`src/rtl/rvsteel_bus_pkg.sv`:
```
// Shared definitions for the RISC-V Steel two-manager bus arbiter.
//   - Arbiter state encoding (IDLE / BUSY)
//   - IO bus widths: address, data, write strobe
//   - Manager index constants used for the owner and priority registers
package rvsteel_bus_pkg;

  localparam int ADDR_W = 32;
  localparam int DATA_W = 32;
  localparam int STRB_W = 4;

  localparam logic MGR_M0 = 1'b0;
  localparam logic MGR_M1 = 1'b1;

  typedef enum logic {
    ST_IDLE = 1'b0,
    ST_BUSY = 1'b1
  } state_e;

endpackage

```
`src/rtl/rvsteel_bus_watchdog.sv`:
```
// Response-timeout counter for the bus arbiter.
// Ports:
//   clock, reset  - system clock, asynchronous active-low reset
//   start_i       - a transaction is granted this cycle; counter clears
//   active_i      - a granted transaction is waiting for its response
//   response_i    - the subordinate answered this cycle
//   expired_o     - combinational pulse: counter reached TIMEOUT_CYCLES with
//                   no response this cycle (never asserted when TIMEOUT_CYCLES=0)
module rvsteel_bus_watchdog #(
  parameter int TIMEOUT_CYCLES = 255
) (
  input  logic clock,
  input  logic reset,
  input  logic start_i,
  input  logic active_i,
  input  logic response_i,
  output logic expired_o
);

  localparam bit ENABLED = (TIMEOUT_CYCLES > 0);
  // A zero limit still needs a 1-bit counter to keep the vector legal.
  localparam int CNT_W = ENABLED ? $clog2(TIMEOUT_CYCLES + 1) : 1;
  localparam logic [CNT_W-1:0] LIMIT = CNT_W'(TIMEOUT_CYCLES);

  logic [CNT_W-1:0] count_q, count_d;

  // A response in the limit cycle wins: the transaction completes normally.
  assign expired_o = ENABLED && active_i && !response_i && (count_q == LIMIT);

  always_comb begin
    // NOTE: default first so every path assigns count_d; no latch is inferred.
    count_d = count_q;
    if (start_i) begin
      count_d = '0;
    end else if (ENABLED && active_i && !response_i && (count_q != LIMIT)) begin
      count_d = count_q + CNT_W'(1);
    end
  end

  always_ff @(posedge clock or negedge reset) begin
    // NOTE: non-blocking assignment for state so all flops update together.
    if (!reset) begin
      count_q <= '0;
    end else begin
      count_q <= count_d;
    end
  end

endmodule

```
`src/rtl/rvsteel_bus_arbiter.sv`:
```
// Two-manager, one-subordinate arbiter for the RISC-V Steel IO bus.
// Round-robin, locked per transaction, zero added latency on grant and on
// response, with a watchdog that terminates unanswered transactions.
// Ports:
//   clock, reset       - system clock, asynchronous active-low reset
//   m0_* / m1_*        - manager side: address, write data, strobe, read/write
//                        request in; read data and read/write response out
//   s_*                - subordinate side: forwarded address, data, strobe,
//                        requests out; read data and responses in
//   timeout_error      - one-cycle pulse when the watchdog ends a transaction
module rvsteel_bus_arbiter
  import rvsteel_bus_pkg::*;
#(
  parameter int TIMEOUT_CYCLES = 255
) (
  input  logic              clock,
  input  logic              reset,
  // manager 0
  input  logic [ADDR_W-1:0] m0_rw_address,
  input  logic [DATA_W-1:0] m0_write_data,
  input  logic [STRB_W-1:0] m0_write_strobe,
  input  logic              m0_read_request,
  input  logic              m0_write_request,
  output logic [DATA_W-1:0] m0_read_data,
  output logic              m0_read_response,
  output logic              m0_write_response,
  // manager 1
  input  logic [ADDR_W-1:0] m1_rw_address,
  input  logic [DATA_W-1:0] m1_write_data,
  input  logic [STRB_W-1:0] m1_write_strobe,
  input  logic              m1_read_request,
  input  logic              m1_write_request,
  output logic [DATA_W-1:0] m1_read_data,
  output logic              m1_read_response,
  output logic              m1_write_response,
  // subordinate
  output logic [ADDR_W-1:0] s_rw_address,
  output logic [DATA_W-1:0] s_write_data,
  output logic [STRB_W-1:0] s_write_strobe,
  output logic              s_read_request,
  output logic              s_write_request,
  input  logic [DATA_W-1:0] s_read_data,
  input  logic              s_read_response,
  input  logic              s_write_response,
  // status
  output logic              timeout_error
);

  state_e state_q;
  logic   owner_q;  // manager holding the bus while BUSY
  logic   prio_q;   // manager that wins a tie in IDLE

  logic m0_active, m1_active, any_active;
  logic winner, sel, fwd_en, busy, expired, sub_resp;
  logic rsp_rd, rsp_wr;
  logic [DATA_W-1:0] rsp_data;

  assign m0_active  = m0_read_request | m0_write_request;
  assign m1_active  = m1_read_request | m1_write_request;
  assign any_active = m0_active | m1_active;

  // The priority pointer only matters on contention; a lone requester wins.
  always_comb begin
    winner = MGR_M0;
    if (m0_active && m1_active) begin
      winner = prio_q;
    end else if (m1_active) begin
      winner = MGR_M1;
    end
  end

  // Reset gates every output so nothing leaks while reset is low, even though
  // the manager inputs keep driving the combinational paths.
  assign busy   = reset && (state_q == ST_BUSY);
  assign sel    = (state_q == ST_BUSY) ? owner_q : winner;
  assign fwd_en = busy || (reset && any_active);

  always_comb begin
    s_rw_address    = '0;
    s_write_data    = '0;
    s_write_strobe  = '0;
    s_read_request  = 1'b0;
    s_write_request = 1'b0;
    if (fwd_en) begin
      if (sel == MGR_M1) begin
        s_rw_address    = m1_rw_address;
        s_write_data    = m1_write_data;
        s_write_strobe  = m1_write_strobe;
        s_read_request  = m1_read_request;
        s_write_request = m1_write_request;
      end else begin
        s_rw_address    = m0_rw_address;
        s_write_data    = m0_write_data;
        s_write_strobe  = m0_write_strobe;
        s_read_request  = m0_read_request;
        s_write_request = m0_write_request;
      end
    end
  end

  assign sub_resp = s_read_response | s_write_response;

  rvsteel_bus_watchdog #(
    .TIMEOUT_CYCLES(TIMEOUT_CYCLES)
  ) u_watchdog (
    .clock     (clock),
    .reset     (reset),
    .start_i   ((state_q == ST_IDLE) && any_active),
    .active_i  (busy),
    .response_i(sub_resp),
    .expired_o (expired)
  );

  // Responses exist only while BUSY, so late responses in IDLE are dropped.
  // A timeout answers with the owner's own request type(s) and zero data;
  // the forwarded s_*_request already carries the owner's type.
  assign rsp_rd   = busy && (s_read_response  || (expired && s_read_request));
  assign rsp_wr   = busy && (s_write_response || (expired && s_write_request));
  assign rsp_data = (busy && !expired) ? s_read_data : '0;

  assign m0_read_response  = rsp_rd && (owner_q == MGR_M0);
  assign m0_write_response = rsp_wr && (owner_q == MGR_M0);
  assign m0_read_data      = (owner_q == MGR_M0) ? rsp_data : '0;
  assign m1_read_response  = rsp_rd && (owner_q == MGR_M1);
  assign m1_write_response = rsp_wr && (owner_q == MGR_M1);
  assign m1_read_data      = (owner_q == MGR_M1) ? rsp_data : '0;

  assign timeout_error = expired;

  always_ff @(posedge clock or negedge reset) begin
    if (!reset) begin
      state_q <= ST_IDLE;
      owner_q <= MGR_M0;
      prio_q  <= MGR_M0;
    end else begin
      case (state_q)
        ST_IDLE: begin
          if (any_active) begin
            owner_q <= winner;
            state_q <= ST_BUSY;
          end
        end
        ST_BUSY: begin
          if (sub_resp || expired) begin
            state_q <= ST_IDLE;
            prio_q  <= ~owner_q;  // the other manager wins the next tie
          end
        end
        default: state_q <= ST_IDLE;
      endcase
    end
  end

endmodule

```
`config.mk`:
```
export PLATFORM = sky130hd
export DESIGN_NAME = rvsteel_bus_arbiter
export DESIGN_NICKNAME = d
export VERILOG_FILES = /design/src/rtl/rvsteel_bus_pkg.sv /design/src/rtl/rvsteel_bus_watchdog.sv /design/src/rtl/rvsteel_bus_arbiter.sv
export SDC_FILE = /design/constraint.sdc
export NUM_CORES = 1
export LEC_CHECK = 0
export CAP_MARGIN = 30
export CORE_AREA = 2 2 123 125
export CTS_BUF_LIST = sky130_fd_sc_hd__clkbuf_4 sky130_fd_sc_hd__clkbuf_8
export DETAILED_ROUTE_END_ITERATION = 10
export DIE_AREA = 0 0 125 127
export GPL_ROUTABILITY_DRIVEN = 0
export PLACE_DENSITY_LB_ADDON = 0.2
export SYNTH_ARGS = -nofsm -noshare
export SYNTH_HDL_FRONTEND = slang
export SYNTH_SLANG_ARGS = --single-unit
export TNS_END_PERCENT = 30
```
`constraint.sdc`:
```
create_clock -name clock -period 1.75 [get_ports clock]
set_input_delay 0.35 -clock clock [delete_from_list [all_inputs] [get_ports clock]]
set_output_delay 0.35 -clock clock [all_outputs]
set_load 0.05 [all_outputs]
```
# [Yosys cells after proc, flatten, opt, wreduce, memory -nomap -nowiden]
# Cells that the tools add are included.
[op_classes] n_reduce_logical=25 muxes=21 n_eq_ne=2 n_bitwise=6 add_sub_neg=1
[op_table] operator="$mux 32" count=7
[op_table] operator="$logic_and 1x1->1" count=16
[op_table] operator="$mux 8" count=2
[op_table] operator="$mux 1" count=9
[op_table] operator="$add 8x1->8 const B" count=1
[op_table] operator="$eq 8x8->1 const B" count=1
[op_table] operator="$mux 4" count=2
[op_table] operator="$ne 8x8->1 const B" count=1
[op_table] operator="$logic_or 1x1->1" count=4
[op_table] operator="$or 1x1->1" count=4
[op_table] operator="$reduce_and 2->1" count=2
[op_table] operator="$logic_not 1->1" count=2
[op_table] operator="$not 1->1" count=2
[op_table] operator="$pmux 1 s2" count=1
[op_table] operator="$reduce_bool 2->1" count=1
[totals] ff_bits=11 wordCells=59 out_inout_bits=139 in_bits=176

# [Depth between registers and ports, before layout]
[logic_depth] word_depth=10 depth_mapped=7 ltp_nobuf=5

# [Modules after synthesis]
# A second synthesis with hierarchy kept.
[unflattened] cells_unflattened=423 area_unflattened_um2=3300.7
[modules_own_cells] mod="rvsteel_bus_arbiter" n_inst=1 cells_per_inst=371 area_per_inst_um2=2773.9 seq_area_each_um2=75.1
[modules_own_cells] mod="rvsteel_bus_watchdog" n_inst=1 cells_per_inst=52 area_per_inst_um2=526.8 seq_area_each_um2=200.2

# [Worst setup path before layout]
# Ideal clock, no wire load.
[synth_timing] path_kind="reg-to-output" from="reg u_watchdog.count_q[0]" to="out m0_read_response" t_required_ns=1.400 setup_slack_ns=-1.065 arrival_time_ns=2.465 stages_incl_launch_ff=6 cell_sequence="dfrtp_1 -> ha_1 -> nand4_2 -> nor3_4 -> o21ai_0 -> a21oi_1"
[synth_between] elab_chain_cells=6
[synth_rtl] item="start, declared" line="rvsteel_bus_watchdog.sv:25" source="logic [CNT_W-1:0] count_q, count_d;"
[synth_rtl] item="start signal, assigned" line="rvsteel_bus_watchdog.sv:45" source="count_q <= count_d;"
[synth_rtl] item="$eq 8x8->1" line="rvsteel_bus_watchdog.sv:28" source="assign expired_o = ENABLED && active_i && !response_i && (count_q == LIMIT);"
[synth_rtl] item="$logic_and 1x1->1" line="rvsteel_bus_watchdog.sv:28"
[synth_rtl] item="named net timeout_error" line="rvsteel_bus_arbiter.sv:46" source="output logic timeout_error"
[synth_rtl] item="$logic_and 1x1->1" line="rvsteel_bus_arbiter.sv:117" source="assign rsp_rd = busy && (s_read_response || (expired && s_read_request));"
[synth_rtl] item="$logic_or 1x1->1" line="rvsteel_bus_arbiter.sv:117"
[synth_rtl] item="$logic_and 1x1->1" line="rvsteel_bus_arbiter.sv:117"
[synth_rtl] item="$logic_and 1x1->1" line="rvsteel_bus_arbiter.sv:121" source="assign m0_read_response = rsp_rd && (owner_q == MGR_M0);"
[synth_rtl] item="end, declared" line="rvsteel_bus_arbiter.sv:25" source="output logic m0_read_response,"
# The timed path passes the listed nets, and every way through them passes these cells.

# [Worst setup path in the final report]
[layout_timing] from="reg prio_q" to="out s_rw_address[7]"
[layout_between] elab_chain_cells=4
[layout_rtl] item="start, declared" line="rvsteel_bus_arbiter.sv:51" source="logic prio_q;"
[layout_rtl] item="start signal, assigned" line="rvsteel_bus_arbiter.sv:146" source="prio_q <= ~owner_q;"
[layout_rtl] item="$mux 1" line="rvsteel_bus_arbiter.sv:65" source="if (m0_active && m1_active) begin"
[layout_rtl] item="$mux 1" line="rvsteel_bus_arbiter.sv:75" source="assign sel = (state_q == ST_BUSY) ? owner_q : winner;"
[layout_rtl] item="$mux 32" line="rvsteel_bus_arbiter.sv:85" source="if (sel == MGR_M1) begin"
[layout_rtl] item="$mux 32" line="rvsteel_bus_arbiter.sv:84" source="if (fwd_en) begin"
[layout_rtl] item="end, declared" line="rvsteel_bus_arbiter.sv:37" source="output logic [ADDR_W-1:0] s_rw_address,"
# Every way passes these cells.

==> impl_metrics.csv <==
group,metric,value,unit
finish,post-route-cell-area,8050,µm²
logic_synthesis,ys_types,44,
logic_synthesis,synth-edff-count,0,
sta,drv_slew,0,
critical_path,arrival,1.88,ns
drt,ant_nets,0,
grt,grt_max_degree,44,
sta,max_freq,448,MHz
grt,antenna_found_initial,0,
logic_synthesis,seq_area_frac_synth,0.125,
place,place_area,6850,µm²
critical_path,setup.worst_path.class,"reg2out",
critical_path,cp-start-kind,"flip-flop",
sta,skew,0.00565,ns
critical_path,cp_max_fo,6,
sta,setup_violations,139,
drt,drtIter0Drc,133,
pwr,ir_drop,0.456,mV
drt,vias,4170,
pwr,power_density,1190,nW/µm²
floorplan,dieWidth,125,µm
finish,drive_above_1_share,0.504,
logic_synthesis,synth_top_area_frac,0.239,
finish,antenna_cells,0,
clock_tree,cts_tree,"yes",
logic_synthesis,async_flop_share,1.00,
sta,setup_slack,-0.480,ns
outcome,violations,"negative setup slack",
finish,mostFrequentLayoutCells,"168 x clkdlybuf4s50_1, 111 x buf_12, 109 x nand2_1, 52 x a21oi_2, 46 x buf_4",
drt,drc,0,
clock_tree,cts_buffer_depth,2,
logic_synthesis,synth.area.top_cells,"nand2_1 24%, and2_1 19%, a21oi_1 16%",
sta,rsz0062_at_grt,"yes",
place,hpwl,11500,µm
finish,nNetsFinal,918,
sta,relSlewSlack,0.774,
logic_synthesis,yosys_warnings,0,
clock_tree,cts_hold_buffers,0,
logic_synthesis,syn_avg_cell_area,5.76,µm²
place,port_buffers,314,
critical_path,end_kind,"output pin",
logic_synthesis,synth_largest_area_cell,"nand2_1",
finish,area_delta_synth_final,266,%
clock_tree,clock-root-buffer,"clkbuf_8",
floorplan,die_y,127,µm
floorplan,die_area,15900,µm²
pwr,total_power,9540,µW
pwr,p_leak,0.00332,µW
grt,grt.total_usage,0.183,
finish,final_common_cell,"clkdlybuf4s50_1",
sta,worst_pin_slew,0.338,ns
floorplan,fp-row-count,44,
outcome,status,"finished with violations",
clock_tree,numCtsBuffers,3,
finish,fillers,1234,
logic_synthesis,synth_seq_cells,11,
critical_path,reg2reg_depth,9,
finish,post-route-util,0.558,
sta,min_period,2.23,ns
floorplan,io_pins,315,
logic_synthesis,syn_nets,559,
critical_path,cp.required,1.40,ns
sta,min_period_over_period,1.27,
drt,drt_wl_total,16200,µm
clock_tree,clock_sinks,11,
grt,grt_pass1_wl,23400,µm
clock_tree,path_clk_slew,0.05,ns
drt,viasPerCell,4.51,
drt,wl_per_cell,17.5,µm
floorplan,core_area,14400,µm²
clock_tree,clk_latency,0.24,ns
worst_hold_path,worstHoldPathType,"in2async",
job,maxCapViolations,0,
finish,instances_no_fill,924,
logic_synthesis,syn_inst,382,
grt,grt_pass1_vias,4329,
clock_tree,htreeDepth,1,
logic_synthesis,synth-main-ff-cell,"dfrtp_1",
logic_synthesis,synth_area,2200,µm²
sta,hold_viol,0,
drt,first_pass_iters,4,
grt,overflow,0,
place,place_inst,889,
floorplan,initial_core_util,0.153,
==> cells in the mapped netlist, drive strengths merged (3+ instances only) <==
master and n:
a21o 3, a21oi 72, and2 66, buf 19, clkbuf 10, dfrtp 11, inv 4, nand2 140
nand3 4, nor2 12, nor3 3, o21ai 4, o31ai 6
==> worst paths after layout <==
check,from,endpoint,slack [ns]
max,prio_q,s_rw_address[7],-0.48
min,reset,u_watchdog.count_q[6],0.28
max reg2reg,u_watchdog.count_q[0],state_q,0.09
min reg2reg,u_watchdog.count_q[3],u_watchdog.count_q[3],0.58
max in group asynchronous,reset,state_q,1.30
min in group clock,u_watchdog.count_q[3],u_watchdog.count_q[3],0.58
==> flip-flops by register name, indices dropped and copies added, names as in the netlist <==
signal	cells
state_q	1
prio_q	1
owner_q	1
u_watchdog.count_q	8
==> routing by layer <==
metal,share of wire,vias up,global-route usage
met1,0.36,1940,0.194
met4,0.024,0,0.0379
met3,0.098,22,0.0645
met5,0,-,0
met2,0.52,226,0.348
li1,-,1982,-
==> through the flow <==
stage          setup TNS, ns  setup WS, ns  hold WS, ns
2_1_floorplan         -76.74        -0.628       0.0544
3_3_place_gp          -99.54        -0.831        0.551
3_5_place_dp         -106.88        -0.881        0.571
4_1_cts               -56.75        -0.479        0.287
5_1_grt               -68.76        -0.556        0.310
6_report              -57.92        -0.480        0.278
==> logic make-up after synthesis <==
group / after synthesis / share of synthesized area
and+or+nand+nor: 238 / 0.521
AOI/OAI and AO/OA: 94 / 0.254
buffers and inverters: 33 / 0.0728
DFF: 11 / 0.125
xor gates and xnor gates: 3 / 0.0119
muxes: 2 / 0.00910
adders and majority gates: 1 / 0.00568
==> timing repair <==
action,in CTS,in global routing
pin swaps,67,31
endpoints found under the setup margin,143,140
hold endpoints to repair,0,0
gates cloned,8,5
setup buffers,15,4
resized for setup,136,81
==> power by group <==
| part | leakage [µW] | internal, µW | switching, µW |
|---|---|---|---|
| clock | 0.0000262 | 176 | 98.8 |
| sequential | 0.000146 | 296 | 29.4 |
| combinational | 0.00314 | 4140 | 4800 |
| total | 0.00332 | 4610 | 4930 |
==> cell type report <==
type	instances	area [µm²]	share of cell area
repair buffers	382	5020	0.624
well taps	184	230	0.0286
flip-flops and latches	11	277	0.0344
multi-input cells	339	2450	0.305
clock buffers	4	48.8	0.00606
inverters	4	15.0	0.00187
==> critical path, stage by stage, from the launching register on <==
cell and delay (ns):
dfrtp_1 0.36, o21ba_4 0.17, o31ai_4 0.25, buf_6 0.18
buf_12 0.14, clkbuf_16 0.15, nand2_1 0.05, a21oi_1 0.12
buf_4 0.22
Note: power is estimated with default switching activity, not from simulation.
